**config.mk**
```make
export PLATFORM = sky130hd
export DESIGN_NAME = cpu_irq_ctrl_flat
export DESIGN_NICKNAME = d
export VERILOG_FILES = /design/src/rtl/cpu_irq_ctrl_pkg.sv /design/src/rtl/cpu_irq_ctrl_if.sv /design/src/rtl/cpu_irq_ctrl_timer.sv /design/src/rtl/cpu_irq_ctrl.sv /design/src/flat_wrapper.sv
export SDC_FILE = /design/constraint.sdc
export NUM_CORES = 1
export LEC_CHECK = 0
export ABC_AREA = 1
export CAP_MARGIN = 40
export CORE_UTILIZATION = 51
export DETAILED_ROUTE_END_ITERATION = 7
export PLACE_DENSITY = 0.79
export SYNTH_ARGS = -nofsm -noshare
export SYNTH_HDL_FRONTEND = slang
export SYNTH_SLANG_ARGS = --single-unit
```
**constraint.sdc**
```tcl
create_clock -name clk -period 2.1 [get_ports clk]
set_clock_uncertainty 0.15 [all_clocks]
set_input_delay 0.525 -clock clk [delete_from_list [all_inputs] [get_ports clk]]
set_output_delay 0.525 -clock clk [all_outputs]
set_load 0.01 [all_outputs]
```
**src/rtl/cpu_irq_ctrl_pkg.sv**
```systemverilog
// Shared MIPS decode constants and IRQ controller register map.
// The control decoder imports the same legal-instruction lists.
package mips_defs;

    localparam logic [5:0] OP_RTYPE = 6'h00;
    localparam logic [5:0] OP_REGIMM = 6'h01;
    localparam logic [5:0] OP_J = 6'h02;
    localparam logic [5:0] OP_JAL = 6'h03;
    localparam logic [5:0] OP_BEQ = 6'h04;
    localparam logic [5:0] OP_BNE = 6'h05;
    localparam logic [5:0] OP_BLEZ = 6'h06;
    localparam logic [5:0] OP_BGTZ = 6'h07;
    localparam logic [5:0] OP_ADDI = 6'h08;
    localparam logic [5:0] OP_ADDIU = 6'h09;
    localparam logic [5:0] OP_SLTI = 6'h0a;
    localparam logic [5:0] OP_SLTIU = 6'h0b;
    localparam logic [5:0] OP_ANDI = 6'h0c;
    localparam logic [5:0] OP_LUI = 6'h0f;
    localparam logic [5:0] OP_LW = 6'h23;
    localparam logic [5:0] OP_SW = 6'h2b;

    localparam logic [5:0] FN_SLL = 6'h00;
    localparam logic [5:0] FN_SRL = 6'h02;
    localparam logic [5:0] FN_SRA = 6'h03;
    localparam logic [5:0] FN_JR = 6'h08;
    localparam logic [5:0] FN_JALR = 6'h09;
    localparam logic [5:0] FN_ADD = 6'h20;
    localparam logic [5:0] FN_ADDU = 6'h21;
    localparam logic [5:0] FN_SUB = 6'h22;
    localparam logic [5:0] FN_SUBU = 6'h23;
    localparam logic [5:0] FN_AND = 6'h24;
    localparam logic [5:0] FN_OR = 6'h25;
    localparam logic [5:0] FN_XOR = 6'h26;
    localparam logic [5:0] FN_NOR = 6'h27;
    localparam logic [5:0] FN_SLT = 6'h2a;

    // Word index within the peripheral window (addr[3:2]).
    localparam logic [1:0] REG_TH = 2'd0;
    localparam logic [1:0] REG_TL = 2'd1;
    localparam logic [1:0] REG_TCON = 2'd2;
    localparam logic [1:0] REG_CAUSE = 2'd3;

    localparam int TCON_EN = 0;
    localparam int TCON_IEN = 1;
    localparam int TCON_STATUS = 2;

    function automatic logic op_legal(input logic [5:0] op);
        case (op)
            OP_RTYPE, OP_REGIMM, OP_J, OP_JAL,
            OP_BEQ, OP_BNE, OP_BLEZ, OP_BGTZ,
            OP_ADDI, OP_ADDIU, OP_SLTI, OP_SLTIU,
            OP_ANDI, OP_LUI, OP_LW, OP_SW:
                op_legal = 1'b1;
            default:
                op_legal = 1'b0;
        endcase
    endfunction

    function automatic logic fn_legal(input logic [5:0] fn);
        case (fn)
            FN_SLL, FN_SRL, FN_SRA, FN_JR, FN_JALR,
            FN_ADD, FN_ADDU, FN_SUB, FN_SUBU,
            FN_AND, FN_OR, FN_XOR, FN_NOR, FN_SLT:
                fn_legal = 1'b1;
            default:
                fn_legal = 1'b0;
        endcase
    endfunction

    function automatic logic is_undef(
        input logic [5:0] op,
        input logic [5:0] fn
    );
        is_undef = !op_legal(op)
                 || ((op == OP_RTYPE) && !fn_legal(fn));
    endfunction

endpackage

```
**src/rtl/cpu_irq_ctrl_if.sv**
```systemverilog
// Data-memory bus between the datapath (master) and
// the IRQ peripheral (slave).
interface cpu_irq_ctrl_if;
    logic [31:0] mem_addr;
    logic [31:0] mem_wdata;
    logic        mem_wr;
    logic        mem_rd;
    logic [31:0] mem_rdata;

    modport master (
        output mem_addr,
        output mem_wdata,
        output mem_wr,
        output mem_rd,
        input  mem_rdata
    );

    modport slave (
        input  mem_addr,
        input  mem_wdata,
        input  mem_wr,
        input  mem_rd,
        output mem_rdata
    );
endinterface

```
**src/rtl/cpu_irq_ctrl_timer.sv**
```systemverilog
// Memory-mapped reload timer: TH, TL and TCON registers,
// bus write decode and overflow detection.
module irq_timer
    import mips_defs::*;
#(
    parameter logic [31:0] BASE_ADDR = 32'h4000_0000,
    parameter logic [31:0] TH_RESET = 32'h0000_0000
) (
    input  logic        clk,
    input  logic        reset,
    input  logic [31:0] addr,
    input  logic [31:0] wdata,
    input  logic        wr,
    output logic [31:0] th,
    output logic [31:0] tl,
    output logic        en,
    output logic        ien,
    output logic        status
);

    logic sel;
    logic wr_th;
    logic wr_tl;
    logic wr_tcon;
    logic ovf;
    logic overflow_set;

    assign sel = (addr[31:4] == BASE_ADDR[31:4])
              && (addr[1:0] == 2'b00);
    assign wr_th = wr && sel && (addr[3:2] == REG_TH);
    assign wr_tl = wr && sel && (addr[3:2] == REG_TL);
    assign wr_tcon = wr && sel && (addr[3:2] == REG_TCON);

    assign ovf = en && (tl == 32'hFFFF_FFFF);
    assign overflow_set = ovf && ien;

    always_ff @(posedge clk) begin
        if (reset) begin
            th <= TH_RESET;
            tl <= 32'h0;
            en <= 1'b0;
            ien <= 1'b0;
            status <= 1'b0;
        end else begin
            if (wr_th)
                th <= wdata;
            // Bus write wins; reload reads the pre-edge TH.
            if (wr_tl)
                tl <= wdata;
            else if (en)
                tl <= ovf ? th : tl + 32'd1;
            if (wr_tcon) begin
                en <= wdata[TCON_EN];
                ien <= wdata[TCON_IEN];
                status <= wdata[TCON_STATUS] | overflow_set;
            end else if (overflow_set) begin
                status <= 1'b1;
            end
        end
    end

endmodule

```
**src/rtl/cpu_irq_ctrl.sv**
```systemverilog
// Interrupt/exception source: timer peripheral, undefined
// instruction decode, supervisor masking, CAUSE and ack.
module cpu_irq_ctrl
    import mips_defs::*;
#(
    parameter logic [31:0] BASE_ADDR = 32'h4000_0000,
    parameter logic [31:0] TH_RESET = 32'h0000_0000
) (
    input  logic            clk,
    input  logic            reset,
    input  logic [5:0]      opcode,
    input  logic [5:0]      funct,
    input  logic            pchigh,
    cpu_irq_ctrl_if.slave   bus,
    output logic            Interrupt,
    output logic            Exception,
    output logic            irq_ack
);

    logic [31:0] th;
    logic [31:0] tl;
    logic        en;
    logic        ien;
    logic        status;
    logic [31:0] cause;
    logic        undef;
    logic        sel;
    logic        take;

    irq_timer #(
        .BASE_ADDR (BASE_ADDR),
        .TH_RESET  (TH_RESET)
    ) u_timer (
        .clk    (clk),
        .reset  (reset),
        .addr   (bus.mem_addr),
        .wdata  (bus.mem_wdata),
        .wr     (bus.mem_wr),
        .th     (th),
        .tl     (tl),
        .en     (en),
        .ien    (ien),
        .status (status)
    );

    assign undef = is_undef(opcode, funct);

    // Nothing is raised while reset is held.
    assign Interrupt = status && ien && !pchigh && !reset;
    assign Exception = undef && !pchigh && !Interrupt && !reset;
    assign take = Interrupt || Exception;

    assign sel = (bus.mem_addr[31:4] == BASE_ADDR[31:4])
              && (bus.mem_addr[1:0] == 2'b00);

    always_comb begin
        bus.mem_rdata = 32'h0;
        if (bus.mem_rd && sel) begin
            case (bus.mem_addr[3:2])
                REG_TH:   bus.mem_rdata = th;
                REG_TL:   bus.mem_rdata = tl;
                REG_TCON: bus.mem_rdata = {29'b0, status, ien, en};
                default:  bus.mem_rdata = cause;
            endcase
        end
    end

    always_ff @(posedge clk) begin
        if (reset) begin
            cause <= 32'h0;
            irq_ack <= 1'b0;
        end else begin
            irq_ack <= take;
            if (take)
                cause <= {30'b0, Exception, Interrupt};
        end
    end

endmodule

```
**src/flat_wrapper.sv**
```systemverilog
// flat-port wrapper written by rule: the top's interface ports become plain ports
module cpu_irq_ctrl_flat import mips_defs::*;
#(
    parameter logic [31:0] BASE_ADDR = 32'h4000_0000,
    parameter logic [31:0] TH_RESET = 32'h0000_0000
)
  (clk, reset, opcode, funct, pchigh, Interrupt, Exception, irq_ack, bus_mem_addr, bus_mem_wdata, bus_mem_wr, bus_mem_rd, bus_mem_rdata);
  cpu_irq_ctrl_if bus_i ();
  input  logic clk;
  input  logic reset;
  input  logic [5:0] opcode;
  input  logic [5:0] funct;
  input  logic pchigh;
  output logic Interrupt;
  output logic Exception;
  output logic irq_ack;
  input wire logic [$bits(bus_i.mem_addr)-1:0] bus_mem_addr;
  input wire logic [$bits(bus_i.mem_wdata)-1:0] bus_mem_wdata;
  input wire logic [$bits(bus_i.mem_wr)-1:0] bus_mem_wr;
  input wire logic [$bits(bus_i.mem_rd)-1:0] bus_mem_rd;
  output wire logic [$bits(bus_i.mem_rdata)-1:0] bus_mem_rdata;
  assign bus_i.mem_addr = bus_mem_addr;
  assign bus_i.mem_wdata = bus_mem_wdata;
  assign bus_i.mem_wr = bus_mem_wr;
  assign bus_i.mem_rd = bus_mem_rd;
  assign bus_mem_rdata = bus_i.mem_rdata;
  cpu_irq_ctrl #(.BASE_ADDR(BASE_ADDR), .TH_RESET(TH_RESET)) u_core (.clk(clk), .reset(reset), .opcode(opcode), .funct(funct), .pchigh(pchigh), .bus(bus_i), .Interrupt(Interrupt), .Exception(Exception), .irq_ack(irq_ack));
endmodule
```
==> results.md <==
- The run finished, with violations left.
- The checks that failed: setup timing.
- The total via count in the routed design is 6239.
- For this run, the number of Yosys warnings is 0.
- The worst-skew pair later-pin latency is 0.37 ns.
- The detail-routed via count per cell is 5.66.
- The relative slew slack is 70.4%.
- The clock net in this run drives a total of 70 sinks.
- The final max-slew violation count is 0.
- In this run the clock root is driven by a clkbuf_8.
- The number of filler cells placed in the layout is 680.
- The synthesized design contains 0 enable-type register cells.
- The TritonCTS clock tree is built.
- The share of layout cells above drive strength 1 is 28.5%.
- The first-pass detailed-route iteration total is 5.
- The total nets after synthesis is 891.
- The largest fanout on the critical path is 7.
- Entering global routing, the biggest net connects 40 pins.
- The final routed wirelength across all metal layers is 18.7 mm.
- From synthesis to final layout, the design area changed by 49.0%.
- A synthesized cell averages 6.00 sq um.
- Global routing finished with a remaining overflow of 0.
- For the worst setup path, the data arrival time is 1.74 ns.
- The first global-routing pass estimated 27.8 mm of wire.
- Setup repair after global routing could not meet its margin everywhere.
- The routed design could run at a clock period as short as 2.41 ns.
- Setup violations remaining at the end of the flow were counted as 33.
- The share of the synthesized area in the top cell type is 28.9%.
- Counting distinct cell types in the post-synthesis netlist gives 36.
- The count of endpoints failing hold in the final timing report is 0.
- Counting every instance in the synthesized netlist gives 807.
- Summed over all cells, the static leakage comes to 2.87 nW.
- The final worst hold slack is 0.321 ns.
- In this run, placement finished with an instance count of 1061.
- The cell area that synthesis handed to floorplanning was 4840 sq um.
- The worst setup path is launched from an input port.
- The number of antenna repair diodes is 0.
- The count of input and output buffers is 115.
- The number of antenna violations at the first check in global routing is 0.
- The share of the Yosys chip area taken by registers is 28.9%.
- The kind of capture point of the worst setup path is an output pin.
- Derived from the worst setup path, the maximum achievable clock frequency is 414 MHz.
- In this run the horizontal extent of the chip is 99.5 um.
- The clock tree buffer depth is 2.
- The number of buffers inserted by hold repair at cts is 0.
- In this run the vertical extent of the chip is 99.5 um.
- After detailed routing, the number of remaining DRC violations is 0.
- At the pin with the least slew margin, the transition time is 0.444 ns.
- The area of the core is 9240 sq um.
- Clock-pin slew was measured on the worst setup and hold paths at 0.07 ns.
- The number of register bits inferred by synthesis is 70.
- The class of the tightest hold or removal check is register to register.
- Leaving out fill and tap cells, the most frequent cells in the layout are 190 x nand2_1, 125 x nor2_1, 65 x dfxtp_1.
- The number of global-route vias before repair is 5894.
- Total power for the finished layout comes to 0.00292 W.
- After floorplanning, the core was divided into 35 placement rows.
- Dividing the final minimum period by the clock period gives 115%.
- Counting flops with an async set or reset pin after synthesis yields a share of 0%.
- The largest total area in the synthesized netlist belongs to dfxtp_1.
- The flip-flop cell with the highest count after synthesis is dfxtp_1.
- For the worst setup path, the data required time is 1.42 ns.
- The finished layout holds 1103 standard cells, fillers aside.
- The first routing iteration left 531 violations.
- The number of top-level design ports is 116.
- The global placement routability congestion is 0.932.
- The power per cell area is 404 nW/um^2.
- The die covers 9890 sq um.
- The peak ir drop on the vdd network is 0.366 mV.
- The max-capacitance violation count is 0.
- The detailed-placement wirelength estimate is 11.8 mm.
- By area the synthesized netlist is led by dfxtp_1 29%, nand2_1 15%, nor2_1 11%.
- The effective utilization at floorplan is 52.4%.
- The count of nets left with antenna violations once routing finished came out at 0.
- In the final routed layout, each cell accounts on average for 16.9 um.
- The overall routing resource usage is 35.6%.
- The worst setup path is of the input port to output pin kind.
- The final net count is 1053.
- The number of H-tree levels is 3.
- The most common cell after layout, fill and taps aside is nand2_1.
- The clock buffer count from CTS is 9.
- In the post-route analysis, the smallest setup slack over all paths is -0.315 ns.
-- area by class of cell --
class                      instances  area [sq um]  area share (%)
inverter                          73           292            4.04
clock buffer                      12           145            2.01
timing repair buffer             186          1750            24.3
multi-input combinational        629          3390            46.9
tap                              129           161            2.24
sequential                        70          1410            19.5
clock inverter                     4          70.1           0.971
-- kinds of logic (layout without fill, tap and decap cells) --
family / count (synthesis) / in the layout / synth area share [%]
AOI/OAI and AO/OA: 151 / 151 / 16.7
xor gates and xnor gates: 17 / 17 / 3.07
buffers and inverters: 110 / 275 / 9.33
and+or+nand+nor: 456 / 458 / 41.2
DFF: 70 / 70 / 28.9
adders and majority gates: 3 / 3 / 0.775
-- per-stage QoR --
| step | util, % | area, sq um | setup WS [ns] | setup TNS (ns) |
|---|---|---|---|---|
| 4_1_cts | 73.4 | 6790 | -0.395 | -10.20 |
| 6_report | 78.1 | 7220 | -0.315 | -8.95 |
| 3_3_place_gp | 70.7 | 6540 | -1.08 | -68.73 |
| 5_1_grt | 78.1 | 7220 | -0.362 | -10.84 |
| 2_1_floorplan | - | 4970 | -0.0247 | -0.741 |
| 3_5_place_dp | 70.7 | 6540 | -1.15 | -72.13 |
-- layer usage --
metal | global-route usage, % | wire [um] | up-vias
met1 | 41.7 | 7030 | 2861
met3 | 8.43 | 1790 | 76
li1 | - | - | 2927
met4 | 14.9 | 853 | 0
met5 | 0 | 0 | -
met2 | 62.2 | 8980 | 375
-- Yosys cell counts, types with 4 or more instances --
cell      count
a21oi_1      71
a21oi_2       9
buf_1         4
buf_2         8
clkbuf_1     23
dfxtp_1      70
inv_1        71
nand2_1     196
nand2_2      14
nand3_1      58
nand4_1       6
nor2_1      145
nor2_4        9
nor3_1       17
o21ai_0      59
o21ai_1       4
xnor2_1       7
xor2_1       10
-- path summary, 6_finish.rpt --
path                         from                    end  slack (ns)  cells past startpoint
max               bus_mem_addr[0]      bus_mem_rdata[19]       -0.31                     10
min               u_core.cause[1]        u_core.cause[1]        0.32                      2
max reg2reg  u_core.u_timer.tl[0]  u_core.u_timer.tl[28]        0.08                     10
min reg2reg       u_core.cause[1]        u_core.cause[1]        0.32                      2
-- flip-flops by register name, summed over array words and instances (netlist names) --
signal	count
u_core.u_timer.ien	1
u_core.cause	2
u_core.u_timer.th	32
u_core.u_timer.tl	32
u_core.u_timer.status	1
u_core.u_timer.en	1
u_core.irq_ack	1
-- worst max-delay path, stage by stage --
cell and delay [ns]:
buf_6 0.10, nor2_4 0.10, nand2_2 0.07, nor2_4 0.13, nand2_2 0.08, nor2_4 0.18, nand2_8 0.11, buf_12 0.16
a21oi_2 0.11, buf_2 0.16
-- where the power goes --
group	internal (W)	switching (W)	leakage (nW)
Sequential	0.00133	0.00000103	0.567
Clock	0.000699	0.000557	0.110
Combinational	0.000178	0.000155	2.19
-- timing repair --
item	4_1_cts	5_1_grt
setup buffers	11	12
setup endpoints to repair	98	99
resized for setup	298	87
pin swaps	37	36
gates cloned	2	7
Power figures use the tool's default switching activity.
